File: src/rtl/and_gate_arbiter_pkg.sv
// Shared state encodings and grant-counter constants for the round-robin AND arbiter.
package and_gate_arbiter_pkg;

    typedef enum logic [1:0] {
        ST_IDLE  = 2'd0,
        ST_GRANT = 2'd1,
        ST_DONE  = 2'd2
    } state_t;

    localparam int                     GRANT_CNT_W   = 16;
    localparam logic [GRANT_CNT_W-1:0] GRANT_CNT_MAX = 16'hFFFF;

endpackage

File: src/rtl/and_gate_vec.sv
// Purely combinational WIDTH-bit bitwise AND; the single datapath shared by all requesters.
module and_gate_vec #(
    parameter int WIDTH = 1
) (
    input  logic [WIDTH-1:0] a,
    input  logic [WIDTH-1:0] b,
    output logic [WIDTH-1:0] y
);

    assign y = a & b;

endmodule

File: src/rtl/and_gate_arbiter.sv
// Round-robin arbiter sharing one AND datapath among NUM_REQ requesters.
// Optional saturating grant counter enabled by AND_GATE_ARBITER_STATS_EN.
module and_gate_arbiter
    import and_gate_arbiter_pkg::*;
#(
    parameter int NUM_REQ = 4,
    parameter int WIDTH   = 1,
    parameter int IDW     = 2
) (
    input  logic                     clk,
    input  logic                     rst,
    input  logic [NUM_REQ-1:0]       req,
    input  logic [NUM_REQ*WIDTH-1:0] op_a,
    input  logic [NUM_REQ*WIDTH-1:0] op_b,
    output logic [NUM_REQ-1:0]       ack,
    output logic [WIDTH-1:0]         res,
    output logic [IDW-1:0]           res_id,
    output logic                     res_valid,
    output logic                     busy,
    output logic [GRANT_CNT_W-1:0]   grant_cnt
);

    state_t             state;
    state_t             next_state;
    logic [IDW-1:0]     rr_ptr;
    logic [IDW-1:0]     sel_id;
    logic [IDW-1:0]     pick_id;
    logic [IDW-1:0]     pick_next;
    logic [WIDTH-1:0]   pick_a;
    logic [WIDTH-1:0]   pick_b;
    logic [WIDTH-1:0]   opa_q;
    logic [WIDTH-1:0]   opb_q;
    logic [WIDTH-1:0]   and_out;
    logic [NUM_REQ-1:0] ack_dec;
    int                 best_dist;

    // Winner is the asserted request with the smallest forward distance from rr_ptr.
    always_comb begin
        pick_id   = '0;
        best_dist = NUM_REQ;
        pick_a    = '0;
        pick_b    = '0;
        for (int i = 0; i < NUM_REQ; i++) begin
            if (req[i] && ((i + NUM_REQ - int'(rr_ptr)) % NUM_REQ) < best_dist) begin
                best_dist = (i + NUM_REQ - int'(rr_ptr)) % NUM_REQ;
                pick_id   = IDW'(i);
            end
        end
        for (int i = 0; i < NUM_REQ; i++) begin
            if (i == int'(pick_id)) begin
                pick_a = op_a[i*WIDTH +: WIDTH];
                pick_b = op_b[i*WIDTH +: WIDTH];
            end
        end
    end

    assign pick_next = (int'(pick_id) == NUM_REQ - 1) ? '0 : pick_id + IDW'(1);

    always_comb begin
        ack_dec = '0;
        for (int i = 0; i < NUM_REQ; i++) begin
            ack_dec[i] = (i == int'(sel_id));
        end
    end

    always_ff @(posedge clk or posedge rst) begin
        if (rst) begin
            state <= ST_IDLE;
        end else begin
            state <= next_state;
        end
    end

    // The unused encoding falls into default and recovers to IDLE.
    always_comb begin
        next_state = ST_IDLE;
        case (state)
            ST_IDLE:  next_state = (|req) ? ST_GRANT : ST_IDLE;
            ST_GRANT: next_state = ST_DONE;
            default:  next_state = ST_IDLE;
        endcase
    end

    and_gate_vec #(
        .WIDTH (WIDTH)
    ) u_and (
        .a (opa_q),
        .b (opb_q),
        .y (and_out)
    );

    always_ff @(posedge clk or posedge rst) begin
        if (rst) begin
            rr_ptr    <= '0;
            sel_id    <= '0;
            opa_q     <= '0;
            opb_q     <= '0;
            res       <= '0;
            res_id    <= '0;
            res_valid <= 1'b0;
            ack       <= '0;
        end else begin
            res_valid <= 1'b0;
            ack       <= '0;
            case (state)
                ST_IDLE: begin
                    if (|req) begin
                        sel_id <= pick_id;
                        opa_q  <= pick_a;
                        opb_q  <= pick_b;
                        rr_ptr <= pick_next;
                    end
                end
                ST_GRANT: begin
                    res       <= and_out;
                    res_id    <= sel_id;
                    res_valid <= 1'b1;
                    ack       <= ack_dec;
                end
                default: ;
            endcase
        end
    end

    assign busy = (state == ST_GRANT) || (state == ST_DONE);

`ifdef AND_GATE_ARBITER_STATS_EN
    logic [GRANT_CNT_W-1:0] grant_cnt_q;

    // Every GRANT cycle is followed by DONE, so GRANT marks a completed grant.
    always_ff @(posedge clk or posedge rst) begin
        if (rst) begin
            grant_cnt_q <= '0;
        end else if (state == ST_GRANT && grant_cnt_q != GRANT_CNT_MAX) begin
            grant_cnt_q <= grant_cnt_q + 1'b1;
        end
    end

    assign grant_cnt = grant_cnt_q;
`else
    assign grant_cnt = '0;
`endif

endmodule

File: config.mk
export PLATFORM = sky130hd
export DESIGN_NAME = and_gate_arbiter
export DESIGN_NICKNAME = d
export VERILOG_FILES = /design/src/rtl/and_gate_arbiter_pkg.sv /design/src/rtl/and_gate_vec.sv /design/src/rtl/and_gate_arbiter.sv
export SDC_FILE = /design/constraint.sdc
export NUM_CORES = 1
export LEC_CHECK = 0
export BUFFER_PORTS_ARGS = -buffer_cell sky130_fd_sc_hd__buf_2
export CAP_MARGIN = 20
export CORE_UTILIZATION = 43
export DETAILED_ROUTE_END_ITERATION = 7
export GPL_TIMING_DRIVEN = 0
export HOLD_SLACK_MARGIN = 0.02
export MAX_ROUTING_LAYER = met4
export PLACE_DENSITY = 0.76
export SYNTH_ARGS = -nofsm -noshare
export SYNTH_HDL_FRONTEND = slang
export SYNTH_SLANG_ARGS = --single-unit
File: constraint.sdc
create_clock -name clk -period 3.4 [get_ports clk]
set_clock_uncertainty 0.15 [all_clocks]
set_input_delay 0.68 -clock clk [delete_from_list [all_inputs] [get_ports clk]]
set_output_delay 0.68 -clock clk [all_outputs]
set_load 0.01 [all_outputs]
# Word-level counts from Yosys, hierarchy flattened
# Cells that the tools add are included.
# Widths: inputs -> output; s select.
dict set report word_totals {
  out_inout_bits 25
  input_bits 14
  reg_bits 16
}
dict set report op_classes {
  mux 19
  n_lt_le_gt_ge 4
  bitwise_logic 5
  n_addsub 5
  n_eq_ne 9
  n_reduce_logical 14
}
# cell count
set op_table {}
lappend op_table {{$lt 3x32->1} 3}
lappend op_table {{$mux 32} 3}
lappend op_table {{$sub 3x2->4 const A} 4}
lappend op_table {{$mux 1} 11}
lappend op_table {{$eq 2x2->1 const A} 4}
lappend op_table {{$reduce_or 2->1} 4}
lappend op_table {{$logic_not 2->1} 3}
lappend op_table {{$mux 2} 3}
lappend op_table {{$and 1x1->1} 5}
lappend op_table {{$eq 1x2->1 const A} 2}
lappend op_table {{$eq 2x1->1 const B} 2}
lappend op_table {{$logic_and 1x1->1} 4}
lappend op_table {{$lt 3x4->1 const B} 1}
lappend op_table {{$mux 4} 1}
lappend op_table {{$pmux 2 s2} 1}
lappend op_table {{$reduce_or 4->1} 1}
lappend op_table {{$add 2x1->2 const B} 1}
lappend op_table {{$eq 2x2->1 const B} 1}
lappend op_table {{$reduce_and 2->1} 1}
lappend op_table {{$logic_or 1x1->1} 1}

# Longest topological paths before layout
dict set report depth {
  ltp_word 20
  ltp_mapped 18
  ltp_nobuf 18
}

# Modules after synthesis
# Synthesis repeated with hierarchy kept, for this count alone.
dict set report hier_totals {
  hier_cells 113
  area_unflattened_um2 1071.0
}
# module instances area_per_inst_um2 cells_per_inst
set modules_own_cells {}
lappend modules_own_cells {and_gate_arbiter 1 1064.8 112}
lappend modules_own_cells {and_gate_vec 1 6.3 1}

# Worst setup path before layout
# OpenSTA, ideal clock, no wires.
dict set report synth_timing {
  path_type {input-to-reg}
  from {in req[0]}
  to {reg opb_q}
  setup_ps 143
  stages 18
  n_path_buf 0
  setup_slack_ps -489
  arrival_time_ps 3596
  cell_sequence {inv_1 -> mux2i_1 -> a32oi_1 -> ha_1 -> o21a_1 -> nor2_1 -> o21a_1 -> mux2_2 -> ha_1 -> and3b_1 -> a31oi_1 -> o211a_4 -> a221o_2 -> ha_1 -> a21oi_1 -> o21ai_0 -> nand2_1 -> a31oi_1}
}
dict set report synth_via {
  elab_chain_len 16
  word_cells_on_any_way 23
  cone_classes {3 x order compare; 3 x eq/ne; 10 x mux; 7 x reduce/logical}
}
# item line
set synth_rtl {}
lappend synth_rtl {{from (decl)} and_gate_arbiter.sv:12} ;# input logic [NUM_REQ-1:0] req,
lappend synth_rtl {{$logic_and 1x1->1 (*)} and_gate_arbiter.sv:44} ;# if (req[i] && ((i + NUM_REQ - int'(rr_ptr)) % NUM_REQ) < best_dist) begin
lappend synth_rtl {{$mux 32 (*)} and_gate_arbiter.sv:44}
lappend synth_rtl {{$lt 3x32->1} and_gate_arbiter.sv:44}
lappend synth_rtl {{$logic_and 1x1->1} and_gate_arbiter.sv:44}
lappend synth_rtl {{$mux 32} and_gate_arbiter.sv:44}
lappend synth_rtl {{$lt 3x32->1} and_gate_arbiter.sv:44}
lappend synth_rtl {{$logic_and 1x1->1} and_gate_arbiter.sv:44}
lappend synth_rtl {{$mux 32} and_gate_arbiter.sv:44}
lappend synth_rtl {{$lt 3x32->1} and_gate_arbiter.sv:44}
lappend synth_rtl {{$logic_and 1x1->1} and_gate_arbiter.sv:44}
lappend synth_rtl {{$mux 2 (*)} and_gate_arbiter.sv:44}
lappend synth_rtl {{via pick_id[0]} and_gate_arbiter.sv:27} ;# logic [IDW-1:0] pick_id;
lappend synth_rtl {{$logic_not 2->1} and_gate_arbiter.sv:50} ;# if (i == int'(pick_id)) begin
lappend synth_rtl {{$mux 1 (3 in a row)} and_gate_arbiter.sv:50}
lappend synth_rtl {{$mux 1 (*)} and_gate_arbiter.sv:50}
lappend synth_rtl {{to (signal assigned)} and_gate_arbiter.sv:110} ;# opb_q <= pick_b;
lappend synth_rtl {{to (decl)} and_gate_arbiter.sv:32} ;# logic [WIDTH-1:0] opb_q;
# The timed path passes the listed nets; every way through them passes the cells marked *.
# A chain may end at the register's enable or synchronous reset.

# Worst setup path after layout
# Ends and elaborated chain as after synthesis.

==> flow_metrics.py <==
metrics = {
    "outcome": {
        "status": "complete, but fails checks",
        "violations": "setup timing",
    },
    "setup_path": {
        "critPathArrivalTime_ns": 3.85,
        "end_kind": "flip-flop",
        "path_cells": "buf_12, inv_12, mux2i_4, a32oi_2, ha_1, o21a_1, nor2_2, o21a_1, mux2_4, ha_4, and3b_1, a31oi_2, o211a_4, a221o_2, ha_4, a21oi_2, o21ai_1, nand2_1, a31oi_1",
        "worst-path-max-fanout": 5,
        "cp.required_ns": 3.39,
        "start_kind": "input port",
        "crit_path_max_incr_delay_ns": 0.35,
        "crit_buf_inv": 2,
        "cp_slowest_cell": "a221o_2",
        "ff2ff_path_depth": 17,
        "r2r_slack_ns": -0.42,
        "worstReg2RegStart": "rr_ptr[0]",
        "crit_type": "in2reg",
        "r2r-end": "opb_q",
        "critPathTopFamily": "compound AO/OA/AOI/OAI gates",
    },
    "route": {
        "wl_per_cell_um": 11.3,
        "ant_nets": 0,
        "drc_errors": 0,
        "viasPerCell": 4.71,
        "dr.pass1.iters": 4,
        "drtIter0Drc": 11,
        "num_vias": 928,
        "wirelength_um": 2230,
    },
    "timing": {
        "timing.slew.headroom_pct": 64.2,
        "finalMaxSlewViolations": 0,
        "max_freq_mhz": 259,
        "fin_ws_ns": -0.459,
        "final.min_clock_period_ns": 3.86,
        "fin_tns_setup_ns": -1.20,
        "setup-violations-final": 5,
        "worstMarginPinSlew_ns": 0.536,
        "min_period_over_period_pct": 113,
        "rsz0062_at_grt": "true",
        "hold_viol": 0,
    },
    "synthesis": {
        "syn_area_sq_mm": 0.00103,
        "synth_edf_count": 0,
        "synth.avg_cell_area_sq_um": 9.07,
        "yosys-top-cells-count": "buf_4, dfrtp_1, inv_1",
        "synth_largest_area_cell": "dfrtp_1",
        "yosys_warnings": 0,
        "synth_top_area_share_pct": 36.3,
        "ys_types": 34,
        "syn_inst": 114,
        "synth.most_common_cell": "buf_4",
        "synthTopCellsByArea": "dfrtp_1, buf_4, ha_1",
        "async_reset_ff_share_pct": 100,
        "synth_ff_type": "dfrtp_1",
        "ys_ff_latch": 15,
        "seq_area_frac_synth_pct": 36.3,
    },
    "clocking": {
        "cts.clk_slew.worst_paths_ns": 0.08,
        "insertion_delay_ns": 0.28,
        "ctsHoldBuffers": 0,
        "cts_buffers": 3,
        "cts_root_buffer": "clkbuf_4",
        "cts_buffer_depth": 2,
        "htree_levels": 1,
        "cts_tree": "yes",
        "cts_sinks": 15,
    },
    "cells_and_area": {
        "layout-drive-gt1-share_pct": 47.3,
        "nNetsFinal": 192,
        "diodes": 0,
        "area_growth_pct": 45.2,
    },
    "power": {
        "p_per_area_mw_per_mm2": 959,
        "power_w": 0.00144,
        "peakVddDrop_v": 0.000662,
        "leakagePower_nw": 0.781,
    },
    "job": {
        "cap_violations": 0,
    },
    "grt": {
        "antenna_found_initial": 0,
        "grt_overflow": 0,
        "grt_pass1_wl_um": 3710,
        "grt_start_max_net_pins": 16,
        "grt_pass1_vias": 863,
        "grt_use_total_pct": 19.6,
    },
    "worst_hold_path": {
        "hold_class": "in2async",
    },
    "floorplanning": {
        "die_area_sq_mm": 0.00260,
        "dieWidth_um": 51.0,
        "initial_core_util_pct": 46.3,
        "io_pins": 39,
        "die_y_um": 51.0,
        "coreArea_sq_mm": 0.00223,
        "rows": 17,
    },
    "placed_design": {
        "detailed_place_hpwl_um": 1540,
        "portBuffers": 22,
        "gp_congestion": 0.773,
    },
}
==> power breakdown <==
group	switching [W]	internal, W	leakage [nW]
registers	0.0000654	0.000262	0.182
clock network	0.0000538	0.0000455	0.0150
logic	0.000494	0.000518	0.584
total	0.000613	0.000825	0.781
==> cell families (layout without fill, tap and decap cells) <==
logic type      Yosys count  count (layout)  share of synthesized area, %
buf+inv                  30              70                          16.7
compound gates           28              28                          19.6
simple gates             28              28                          13.3
flops                    15              15                          36.3
fa+ha+maj                 8               8                          9.69
mux                       3               3                          3.15
other cells               1              16                         0.363
xor+xnor                  1               1                         0.848
==> routing by layer <==
layer,GRT usage [%],share of wire (%)
met1,21.5,43
met2,34.6,51
met3,4.76,5.2
met4,6.02,0.90
met5,-,0
==> placed cells by master, fill, tap and decap left out, drive strengths merged, types with 2 or more instances in the layout <==
cell,instances
a31oi,3
and3,2
o21a,2
inv,14
buf,52
dfrtp,15
a211oi,2
ha,8
nand2b,2
mux2,2
clkbuf,4
nor2,10
o21ai,4
and3b,2
a21oi,8
nand2,7
conb,16
==> final cells by class <==
cell class | count | area, sq um
buffer | 16 | 120
timing repair buffer | 36 | 240
fill | 186 | 733
sequential | 15 | 378
multi-input combinational | 84 | 636
tap | 28 | 35.0
inverter | 14 | 65.1
clock buffer | 4 | 26.3
==> flip-flops by register name, indices dropped and copies added, names as in the netlist <==
name / cells
state: 1
opb_q: 1
res_valid: 1
res: 1
opa_q: 1
ack: 4
res_id: 2
sel_id: 2
rr_ptr: 2
==> what timing repair did <==
action / CTS / global route
setup buffers: 12 / 2
setup endpoints to repair: 3 / 5
pin swaps: 9 / 8
hold endpoints to repair: 0 / 0
gates resized for setup: 12 / 10
==> worst max-delay path by stage <==
stage / startpoint / to / slack (ns) / cells past startpoint
finish: req[0] / opb_q / -0.46 / 19
floorplan: req[0] / opb_q / -0.37 / 18
global placement: req[0] / opb_q / -0.79 / 19
CTS: req[0] / opb_q / -0.38 / 19
global route: req[0] / opb_q / -0.61 / 19
detailed placement: req[0] / opb_q / -0.99 / 19
==> stage by stage <==
stage	cells	setup WS (ns)	hold WS [ns]	utilization, %	cell area (sq um)
finish	197	-0.459	0.275	67.2	1500
global route	197	-0.611	0.326	67.2	1500
CTS	195	-0.379	0.288	64.6	1440
floorplan	129	-0.372	0.310	-	1140
detailed placement	179	-0.990	0.350	57.6	1290
global placement	179	-0.791	0.337	57.6	1290
Note: power is estimated with default switching activity, not from simulation.
